==> src/rtl/uart_rx_pkg.sv <==
// uart_rx_pkg: FSM state type, frame-format limits and parity encodings shared by
// the configurable UART receiver files.
package uart_rx_pkg;

   typedef enum logic [2:0] {
      IDLE,
      START,
      DATA,
      PARITY,
      STOP
   } state_t;

   localparam int PRESCALE_MIN = 4;
   localparam int DATA_LEN_MIN = 5;

   localparam logic PAR_EVEN = 1'b0;
   localparam logic PAR_ODD  = 1'b1;

endpackage

==> src/rtl/uart_rx_bit_sampler.sv <==
// uart_rx_bit_sampler: per-bit edge counter, 3-tap majority vote around mid-bit and
// a one-cycle decision strobe once the voted value is stable.
module uart_rx_bit_sampler
   import uart_rx_pkg::*;
#(
   parameter int PRESCALE_W = 6
) (
   input  logic                  clk,
   input  logic                  rst,
   input  logic                  rx_s,
   input  logic                  clear,
   input  logic [PRESCALE_W-1:0] prescale,
   output logic                  bit_val,
   output logic                  decide
);

   localparam logic [PRESCALE_W-1:0] ONE = PRESCALE_W'(1);

   logic [PRESCALE_W-1:0] edge_cnt;
   logic [PRESCALE_W-1:0] half;
   logic [2:0]            taps;

   assign half = prescale >> 1;

   // The strobe is registered off the last tap, so it lands on edge P/2+2 even when
   // that position wraps into the next bit (P = 4).
   always_ff @(posedge clk or posedge rst) begin
      if (rst) begin
         edge_cnt <= '0;
         taps     <= '0;
         decide   <= 1'b0;
      end else if (clear) begin
         edge_cnt <= '0;
         decide   <= 1'b0;
      end else begin
         edge_cnt <= (edge_cnt == prescale - ONE) ? '0 : edge_cnt + ONE;
         if (edge_cnt == half - ONE || edge_cnt == half || edge_cnt == half + ONE)
            taps <= {taps[1:0], rx_s};
         decide <= (edge_cnt == half + ONE);
      end
   end

   assign bit_val = (taps[0] & taps[1]) | (taps[0] & taps[2]) | (taps[1] & taps[2]);

endmodule

==> src/rtl/uart_rx_cfg.sv <==
// uart_rx_cfg: UART receiver with run-time frame format (length, parity, stop bits, prescale).
// Define UART_RX_BREAK_DET_EN to add the brk_det output for all-zero (break) frames.
module uart_rx_cfg
   import uart_rx_pkg::*;
#(
   parameter int DATA_WIDTH_MAX = 8,
   parameter int PRESCALE_W     = 6
) (
   input  logic                      CLK,
   input  logic                      RST,
   input  logic                      RX_IN,
   input  logic                      PAR_EN,
   input  logic                      PAR_TYP,
   input  logic [3:0]                DATA_LEN,
   input  logic                      STOP2,
   input  logic [PRESCALE_W-1:0]     Prescale,
   output logic [DATA_WIDTH_MAX-1:0] P_DATA,
   output logic                      data_valid,
   output logic                      par_error,
   output logic                      stp_error,
   output logic                      strt_glitch,
`ifdef UART_RX_BREAK_DET_EN
   output logic                      brk_det,
`endif
   output logic                      busy
);

   localparam logic [3:0]            LEN_MIN = 4'(DATA_LEN_MIN);
   localparam logic [3:0]            LEN_MAX = 4'(DATA_WIDTH_MAX);
   localparam logic [PRESCALE_W-1:0] PSC_MIN = PRESCALE_W'(PRESCALE_MIN);

   state_t                    state, next_state;
   logic                      rx_meta, rx_s, rx_prev;
   logic                      par_en_q, par_typ_q, stop2_q;
   logic [3:0]                len_q;
   logic [PRESCALE_W-1:0]     psc_q;
   logic [DATA_WIDTH_MAX-1:0] shreg;
   logic [3:0]                bit_cnt;
   logic                      stop_cnt, par_err_q, stp_err_q;
   logic                      bit_val, decide, start_det, glitch, frame_done;
   logic                      exp_par, stp_err_final;
`ifdef UART_RX_BREAK_DET_EN
   logic                      all_zero;
`endif

   uart_rx_bit_sampler #(.PRESCALE_W(PRESCALE_W)) u_sampler (
      .clk      (CLK),
      .rst      (RST),
      .rx_s     (rx_s),
      .clear    (start_det),
      .prescale (psc_q),
      .bit_val  (bit_val),
      .decide   (decide)
   );

   // NOTE: sequential state uses non-blocking assignments so every flop updates from pre-edge values.
   always_ff @(posedge CLK or posedge RST) begin
      if (RST) state <= IDLE;
      else     state <= next_state;
   end

   always_comb begin
      // NOTE: every signal written here gets a default first so no path infers a latch.
      next_state = state;
      start_det  = 1'b0;
      glitch     = 1'b0;
      frame_done = 1'b0;
      case (state)
         IDLE:   if (rx_prev && !rx_s) begin
                    start_det  = 1'b1;
                    next_state = START;
                 end
         START:  if (decide) begin
                    if (bit_val) begin
                       glitch     = 1'b1;
                       next_state = IDLE;
                    end else begin
                       next_state = DATA;
                    end
                 end
         DATA:   if (decide && bit_cnt == len_q - 4'd1) next_state = par_en_q ? PARITY : STOP;
         PARITY: if (decide) next_state = STOP;
         STOP:   if (decide && stop_cnt == stop2_q) begin
                    frame_done = 1'b1;
                    next_state = IDLE;
                 end
         default: next_state = IDLE;
      endcase
   end

   always_comb begin
      case (par_typ_q)
         PAR_EVEN: exp_par = ^shreg;
         default:  exp_par = ~^shreg;
      endcase
   end

   // The final stop bit is still being decided when the frame closes.
   assign stp_err_final = stp_err_q | ~bit_val;
   assign busy          = (state != IDLE);

   always_ff @(posedge CLK or posedge RST) begin
      if (RST) begin
         rx_meta     <= 1'b1;
         rx_s        <= 1'b1;
         rx_prev     <= 1'b1;
         par_en_q    <= 1'b0;
         par_typ_q   <= 1'b0;
         stop2_q     <= 1'b0;
         len_q       <= LEN_MAX;
         psc_q       <= PSC_MIN;
         shreg       <= '0;
         bit_cnt     <= '0;
         stop_cnt    <= 1'b0;
         par_err_q   <= 1'b0;
         stp_err_q   <= 1'b0;
         P_DATA      <= '0;
         data_valid  <= 1'b0;
         par_error   <= 1'b0;
         stp_error   <= 1'b0;
         strt_glitch <= 1'b0;
`ifdef UART_RX_BREAK_DET_EN
         all_zero    <= 1'b0;
         brk_det     <= 1'b0;
`endif
      end else begin
         rx_meta     <= RX_IN;
         rx_s        <= rx_meta;
         rx_prev     <= rx_s;
         data_valid  <= 1'b0;
         par_error   <= 1'b0;
         stp_error   <= 1'b0;
         strt_glitch <= glitch;
`ifdef UART_RX_BREAK_DET_EN
         brk_det     <= 1'b0;
`endif
         if (start_det) begin
            par_en_q  <= PAR_EN;
            par_typ_q <= PAR_TYP;
            stop2_q   <= STOP2;
            len_q     <= (DATA_LEN < LEN_MIN || DATA_LEN > LEN_MAX) ? LEN_MAX : DATA_LEN;
            psc_q     <= (Prescale < PSC_MIN) ? PSC_MIN : Prescale;
            shreg     <= '0;
            bit_cnt   <= '0;
            stop_cnt  <= 1'b0;
            par_err_q <= 1'b0;
            stp_err_q <= 1'b0;
`ifdef UART_RX_BREAK_DET_EN
            all_zero  <= 1'b1;
`endif
         end
         if (decide) begin
            case (state)
               DATA: begin
                  shreg   <= shreg | (DATA_WIDTH_MAX'(bit_val) << bit_cnt);
                  bit_cnt <= bit_cnt + 4'd1;
               end
               PARITY: par_err_q <= (bit_val != exp_par);
               STOP: begin
                  stop_cnt  <= 1'b1;
                  stp_err_q <= stp_err_final;
               end
               default: ;
            endcase
`ifdef UART_RX_BREAK_DET_EN
            if (bit_val) all_zero <= 1'b0;
`endif
         end
         if (frame_done) begin
`ifdef UART_RX_BREAK_DET_EN
            if (all_zero && !bit_val) begin
               brk_det <= 1'b1;
            end else begin
               par_error <= par_err_q;
               stp_error <= stp_err_final;
            end
`else
            par_error <= par_err_q;
            stp_error <= stp_err_final;
`endif
            if (!par_err_q && !stp_err_final) begin
               data_valid <= 1'b1;
               P_DATA     <= shreg;
            end
         end
      end
   end

endmodule
==> config.mk <==
export PLATFORM = sky130hd
export DESIGN_NAME = uart_rx_cfg
export DESIGN_NICKNAME = d
export VERILOG_FILES = /design/src/rtl/uart_rx_pkg.sv /design/src/rtl/uart_rx_bit_sampler.sv /design/src/rtl/uart_rx_cfg.sv
export SDC_FILE = /design/constraint.sdc
export NUM_CORES = 1
export LEC_CHECK = 0
export CORE_MARGIN = 3
export CORE_UTILIZATION = 60
export DETAILED_ROUTE_END_ITERATION = 16
export GPL_TIMING_DRIVEN = 0
export PLACE_DENSITY = 0.83
export SYNTH_ARGS = -nofsm -noshare
export SYNTH_HDL_FRONTEND = slang
export SYNTH_SLANG_ARGS = --single-unit
==> constraint.sdc <==
create_clock -name CLK -period 4 [get_ports CLK]
set_clock_uncertainty 0.05 [all_clocks]
set_input_delay 0.6 -clock CLK [delete_from_list [all_inputs] [get_ports CLK]]
set_output_delay 0.6 -clock CLK [all_outputs]
set_load 0.01 [all_outputs]
==> metrics.md, run 1 <==
| Metric | Value |
|---|---|
| Final HPWL DP | 4.11 mm |
| Vias per cell | 5.64 |
| Post-synth EDFFs | 0 |
| Share of cells above drive strength 1 | 0.100 |
| Area growth, synth to finish | 16.6% |
| DRT Pass-1 Iters | 4 |
| Fin nets | 352 |
| Ant. Diodes | 0 |
| Outcome | finished, final reports clean |
| Ys flop type | dfrtp_1 |
| Power per standard cell area | 667 nW/um2 |
| Mapped Nets | 316 |
| Max-slew headroom | 0.490 |
| Wire per inst | 14.4 um |
| Number of I/O pins | 29 |
| CP Data Arrival Time | 2740 ps |
| Tot GR Track Use | 0.209 |
| Post-route antenna net violation count | 0 |
| Mean Syn Cell Area | 10.2 um2 |
| Gates resized, CTS repair | 0 |
| Pleak | 0.00151 uW |
| Sequential cell area fraction in the yosys report | 0.472 |
| Fin. max-slew vios | 0 |
| Hold Buf Count CTS | 0 |
| Critical path required time | 4150 ps |
| Critical path fanouts, max | 7 |
| VDD IR max | 541 uV |
| Total power | 2320 uW |
| Final period utilization | 0.648 |
| Top cells by area, synth | dfrtp_1 (43%), xnor2_1 (8.2%), dfstp_2 (4.4%) |
| Worst path bufs/invs | 2 |
| Clk sink count | 56 |
| Core ar. | 4750 um2 |
| Gpl congestion | 0.876 |
| Dpl cells | 389 |
| Post-synth cell types | 50 |
| Top cells by count, synth | dfrtp_1 (51), nand2_1 (35), xnor2_1 (28) |
| Critical path's largest stage delay | 540 ps |
| Largest area contributor in the netlist | dfrtp_1 |
| Kind of cell adding the most delay to the critical path | flip-flops |
| Clock buffer depth | 2 |
| Slowest-stage cell, CP | dfstp_2 |
| First-pass GRT wire length | 9.90 mm |
| DRC errors left | 0 |
| # rows | 25 |
| IO buf count | 28 |
| Initial Util | 0.627 |
| Setup Total Neg Slack | 0 ps |
| Post-Syn Area | 2980 um2 |
| Final setup viols | 0 |
| 1st-iter DRT viols | 122 |
| Final non-filler cell total | 397 |
| Setup repair bufs after CTS | 0 |
| Asr flop ratio synth | 1.00 |
| DR vias | 2,239 |
| CP Class | reg -> reg |
| Post-Syn Instances | 293 |
| Max_cap viols | 0 |
| Clk slew on worst S/H paths | 100 ps |
| Final-report hold violation count | 0 |
| WL final | 5.72 mm |
| RSZ-0062 raised after global routing | no |
| Min-delay worst type | reg -> reg |
| Synth top area share | 0.428 |
| Vias in the first global route | 2,203 |
| Grt ovf | 0 |
| Num CTS Buffers | 5 |
| Crit-path cells | clkbuf_1, inv_1, ha_1, nor3b_1, xor2_1, nand3b_1, o211ai_1, a211o_4, mux2_4 |
| Largest net degree at the start of global routing | 43 |
| Endpoint class of the critical path | flop |
| Antenna violations before repair | 0 |
| H-tree depth | 2 |
| Hold Slack | 310 ps |
| Flops & latches, synth | 56 |
| Fmax | 386 MHz |
| CTS tree | built |
| Skew-Pair Late Insertion Delay | 310 ps |
| Chip width | 76.5 um |
| Root Driver | clkbuf_8 |
| Worst slew pin tran | 759 ps |
| Final Critical Period | 2590 ps |
| Yosys Warn Count | 0 |
| CP startpoint kind | flop |
| Die height | 76.5 um |
| DIE AREA | 5850 um2 |
| Most frequent cell after synthesis | dfrtp_1 |
==> layer usage <==
layer	GRT usage	vias up	share of wire
li1	-	1085	-
met1	0.247	1089	0.42
met2	0.372	57	0.52
met3	0.0414	8	0.044
met4	0.0851	0	0.013
met5	0	-	0
==> logic make-up (layout without fill, tap and decap cells) <==
| family | after synthesis | count (layout) | share of synthesized area |
|---|---|---|---|
| mux | 11 | 11 | 0.0453 |
| compound gates | 44 | 44 | 0.107 |
| xor+xnor | 39 | 39 | 0.115 |
| buf+inv | 27 | 64 | 0.0415 |
| simple gates | 109 | 109 | 0.191 |
| fa+ha+maj | 7 | 7 | 0.0294 |
| flops | 56 | 56 | 0.472 |
==> through the flow <==
stage	utilization	cell area [um2]	setup slack (ps)
6_report	0.731	3480	1410
5_1_grt	0.731	3480	1230
4_1_cts	0.731	3480	1400
3_5_place_dp	0.708	3370	1430
3_3_place_gp	0.704	3350	1000
2_1_floorplan	-	2980	1620
==> placed cells by master, fill, tap and decap left out, types with 6 or more instances in the layout <==
cell | synthesis | layout
buf_2 | 6 | 6
inv_1 | 9 | 8
dfrtp_1 | 51 | 51
mux2_1 | 8 | 8
xnor2_1 | 28 | 28
nand3_1 | 17 | 17
nor2_1 | 20 | 20
o21ai_1 | 7 | 7
nand2_1 | 35 | 35
clkbuf_1 | 10 | 10
ha_1 | 7 | 7
o21ai_0 | 7 | 7
xor2_1 | 11 | 11
clkdlybuf4s50_1 | 0 | 28
==> registers in the layout (all words and copies together) (netlist names), 3 cells and up <==
register / cells
shreg: 8
len_q: 4
P_DATA: 8
u_sampler.taps: 3
state: 3
bit_cnt: 4
u_sampler.edge_cnt: 6
psc_q: 6
==> path summary, 6_finish.rpt <==
path,from,to,slack (ps),cells past startpoint
worst max-delay path,psc_q[2],u_sampler.taps[0],1410,9
worst min-delay path,rx_meta,rx_s,310,0
max in group asynchronous,RST,rx_prev,2800,3
min in group asynchronous,RST,psc_q[4],510,2
worst max register to register,psc_q[2],u_sampler.taps[0],1410,9
worst min register to register,rx_meta,rx_s,310,0
==> report_power, final <==
| group | switching, uW | internal [uW] |
|---|---|---|
| Clock | 181 | 185 |
| Sequential | 112 | 704 |
| Combinational | 613 | 524 |
| Total | 907 | 1410 |
==> final cells by class <==
| class | count | area (um2) |
|---|---|---|
| multi-input cells | 210 | 1450 |
| flip-flops and latches | 56 | 1410 |
| fillers | 369 | 1280 |
| repair buffers | 29 | 300 |
| plain buffers | 18 | 90.1 |
| well taps | 67 | 83.8 |
| clock buffers | 5 | 68.8 |
| clock inverters | 3 | 42.5 |
| inverters | 9 | 33.8 |
Power figures use the tool's default switching activity.
==> run 2: changes to the inputs <==
--- a/config.mk
+++ b/config.mk
@@ -6,10 +6,10 @@
 export NUM_CORES = 1
 export LEC_CHECK = 0
 export CORE_MARGIN = 3
-export CORE_UTILIZATION = 60
+export CORE_UTILIZATION = 57
 export DETAILED_ROUTE_END_ITERATION = 16
 export GPL_TIMING_DRIVEN = 0
-export PLACE_DENSITY = 0.83
+export PLACE_DENSITY = 0.8
 export SYNTH_ARGS = -nofsm -noshare
 export SYNTH_HDL_FRONTEND = slang
 export SYNTH_SLANG_ARGS = --single-unit
==> constraint.sdc (replaced) <==
create_clock -name CLK -period 2.58 [get_ports CLK]
set_clock_uncertainty 0.05 [all_clocks]
set_input_delay 0.387 -clock CLK [delete_from_list [all_inputs] [get_ports CLK]]
set_output_delay 0.387 -clock CLK [all_outputs]
set_load 0.01 [all_outputs]
==> metrics.md, run 2 (synthesis results as in run 1) <==
| Metric | Value |
|---|---|
| Endpoint class of the critical path | flop (unchanged) |
| Fin nets | 351 (was 352) |
| Post-layout util | 0.706 (was 0.731) |
| Switch Pwr | 1420 uW (was 907 uW) |
| Fill cell count | 394 (was 369) |
| Clock buffer depth | 2 (unchanged) |
| Int Power | 2090 uW (was 1410 uW) |
| IO buf count | 28 (unchanged) |
| Skew-Pair Late Insertion Delay | 310 ps (about the same) |
| Power per standard cell area | 1020 nW/um2 (was 667 nW/um2) |
| Pleak | 0.00150 uW (was 0.00151 uW) |
| Core ar. | 4880 um2 (was 4750 um2) |
| Die height | 78.3 um (was 76.5 um) |
| Final-report hold violation count | 0 (unchanged) |
| Metal3 WL | 256 um (was 252 um) |
| Max-slew headroom | 0.451 (was 0.490) |
| 1st-iter DRT viols | 92 (was 122) |
| WL final | 5.87 mm (was 5.72 mm) |
| Gpl congestion | 0.852 (was 0.876) |
| Worst slew pin tran | 818 ps (was 759 ps) |
| Combinational group share of total power | 0.497 (was 0.490) |
| Routed met1 length | 2.73 mm (was 2.41 mm) |
| DRT Pass-1 Iters | 4 (unchanged) |
| Critical path required time | 2740 ps (was 4150 ps) |
| Setup repair bufs after CTS | 0 (unchanged) |
| Switching Share | 0.404 (was 0.391) |
| H-tree depth | 2 (unchanged) |
| Clk slew on worst S/H paths | 100 ps (about the same) |
| Antenna violations before repair | 0 (unchanged) |
| Area growth, synth to finish | 15.6% (was 16.6%) |
| RSZ-0062 raised after global routing | no (unchanged) |
| Root Driver | clkbuf_8 (unchanged) |
| Outcome | finished, final reports clean (unchanged) |
| Number of I/O pins | 29 (unchanged) |
| Final Critical Period | 2390 ps (was 2590 ps) |
| CTS tree | built (unchanged) |
| Wire per inst | 14.8 um (was 14.4 um) |
| Final HPWL DP | 4.32 mm (was 4.11 mm) |
| Initial Util | 0.611 (was 0.627) |
| Vias in the first global route | 2,105 (was 2,203) |
| DR WL met2 | 2.76 mm (was 2.98 mm) |
| Gates resized, CTS repair | 0 (unchanged) |
| # rows | 25 (unchanged) |
| Clk sink count | 56 (unchanged) |
| CP Class | reg -> reg (unchanged) |
| Vias per cell | 5.49 (was 5.64) |
| DIE AREA | 6130 um2 (was 5850 um2) |
| Fmax | 418 MHz (was 386 MHz) |
| Largest regs | P_DATA x8, shreg x8 (unchanged) |
| CP Data Arrival Time | 2540 ps (was 2740 ps) |
| DRC errors left | 0 (unchanged) |
| Final setup viols | 0 (unchanged) |
| Tot GR Track Use | 0.212 (was 0.209) |
| Power share of the sequential group | 0.366 (was 0.352) |
| Hold Buf Count CTS | 0 (unchanged) |
| Max_cap viols | 0 (unchanged) |
| Slowest-stage cell, CP | dfstp_2 (unchanged) |
| Most common cell after layout, fill and taps aside | dfrtp_1 (unchanged) |
| Highest metal used | met4 (unchanged) |
| Final non-filler cell total | 396 (was 397) |
| Critical path's largest stage delay | 620 ps (was 540 ps) |
| First-pass GRT wire length | 10.2 mm (was 9.90 mm) |
| Final period utilization | 0.926 (was 0.648) |
| Chip width | 78.3 um (was 76.5 um) |
| Share of cells above drive strength 1 | 0.0973 (was 0.100) |
| Ant. Diodes | 0 (unchanged) |
| Area of the multi-input gates | 1450 um2 (unchanged) |
| Grt ovf | 0 (unchanged) |
| VDD IR max | 644 uV (was 541 uV) |
| Crit-path cells | inv_1, ha_1, o21ai_0, or4b_1, o211ai_1, a211o_4, mux2_4 (was clkbuf_1, inv_1, ha_1, nor3b_1, xor2_1, nand3b_1, o211ai_1, a211o_4, mux2_4) |
| Commonest cells after routing, fill and taps aside | dfrtp_1 (51), nand2_1 (35), xnor2_1 (28), clkdlybuf4s50_1 (28), nor2_1 (20) (unchanged) |
| Dpl cells | 389 (unchanged) |
| Num CTS Buffers | 5 (unchanged) |
| Register Area | 1410 um2 (unchanged) |
| Min-delay worst type | reg -> reg (unchanged) |
| Fin. max-slew vios | 0 (unchanged) |
| Post-route antenna net violation count | 0 (unchanged) |
| Proportion of power drawn by the clock network | 0.137 (was 0.158) |
| DR vias | 2,175 (was 2,239) |
| CP startpoint kind | flop (unchanged) |
| Largest net degree at the start of global routing | 34 (was 43) |
| Critical path fanouts, max | 8 (was 7) |
[run 2: cell types whose count changed in the layout (fill, tap and decap cells not counted)]
cell	delta
bufinv_16	-1
[run 2: final cells by class]
| class | instances | share of cell area |
|---|---|---|
| buffer | 17 | 0.0250 |
| clock buffer | 6 | 0.0211 |
| clock inverter | 2 | 0.00363 |
| inverter | 9 | 0.00980 |
| multi-input combinational | 210 | 0.421 |
| sequential | 56 | 0.408 |
| tap | 67 | 0.0243 |
| timing repair buffer | 29 | 0.0871 |
[run 2: critical path, delay by kind of cell, from the launching register on]
| kind | cells | cell delay, ps |
|---|---|---|
| AOI/OAI and AO/OA | 3 | 490 |
| adders and majority gates | 1 | 270 |
| buffers and inverters | 1 | 110 |
| DFF | 1 | 620 |
| muxes | 1 | 290 |
| and+or+nand+nor | 1 | 450 |
[run 2: final timing paths]
| path | from | end | slack (ps) | cells past startpoint |
|---|---|---|---|---|
| worst max-delay path | psc_q[2] | u_sampler.taps[2] | 190 | 7 |
| worst min-delay path | rx_meta | rx_s | 320 | 0 |
| worst max register to register | psc_q[2] | u_sampler.taps[2] | 190 | 7 |
| worst min register to register | rx_meta | rx_s | 320 | 0 |
| max in group asynchronous | RST | len_q[3] | 1500 | 3 |
| min in group asynchronous | RST | stp_error | 360 | 2 |
[run 2: power by group through the flow]
stage,logic [uW],clock network (uW),registers [uW]
floorplan,1420,0,1240
global placement,1680,0,1270
detailed placement,1740,0,1280
CTS,1740,490,1280
global route,1930,531,1310
finish,1740,480,1280
[run 2: metal layers]
metal	vias up	GRT usage
met5	-	0
met3	14	0.0482
met2	55	0.336
met1	1028	0.287
li1	1078	-
met4	0	0.0769
[run 2: stage by stage]
step                area, um2  power (uW)  setup TNS (ps)  hold slack, ps  setup slack (ps)
floorplan                2980        2660               0             295               197
global placement         3350        2950          -10830             298              -215
detailed placement       3370        3020               0             304              10.5
CTS                      3450        3510               0             318               212
global route             3450        3770               0             323              63.3
finish                   3450        3510               0             315               190
==> run 3: changes to the inputs <==
--- a/config.mk
+++ b/config.mk
@@ -10,6 +10,7 @@
 export DETAILED_ROUTE_END_ITERATION = 16
 export GPL_TIMING_DRIVEN = 0
 export PLACE_DENSITY = 0.8
+export SKIP_LAST_GASP = 1
 export SYNTH_ARGS = -nofsm -noshare
 export SYNTH_HDL_FRONTEND = slang
 export SYNTH_SLANG_ARGS = --single-unit
==> results of run 3 <==
Same layout as run 2: the final DEF is identical, and so are final timing and power.
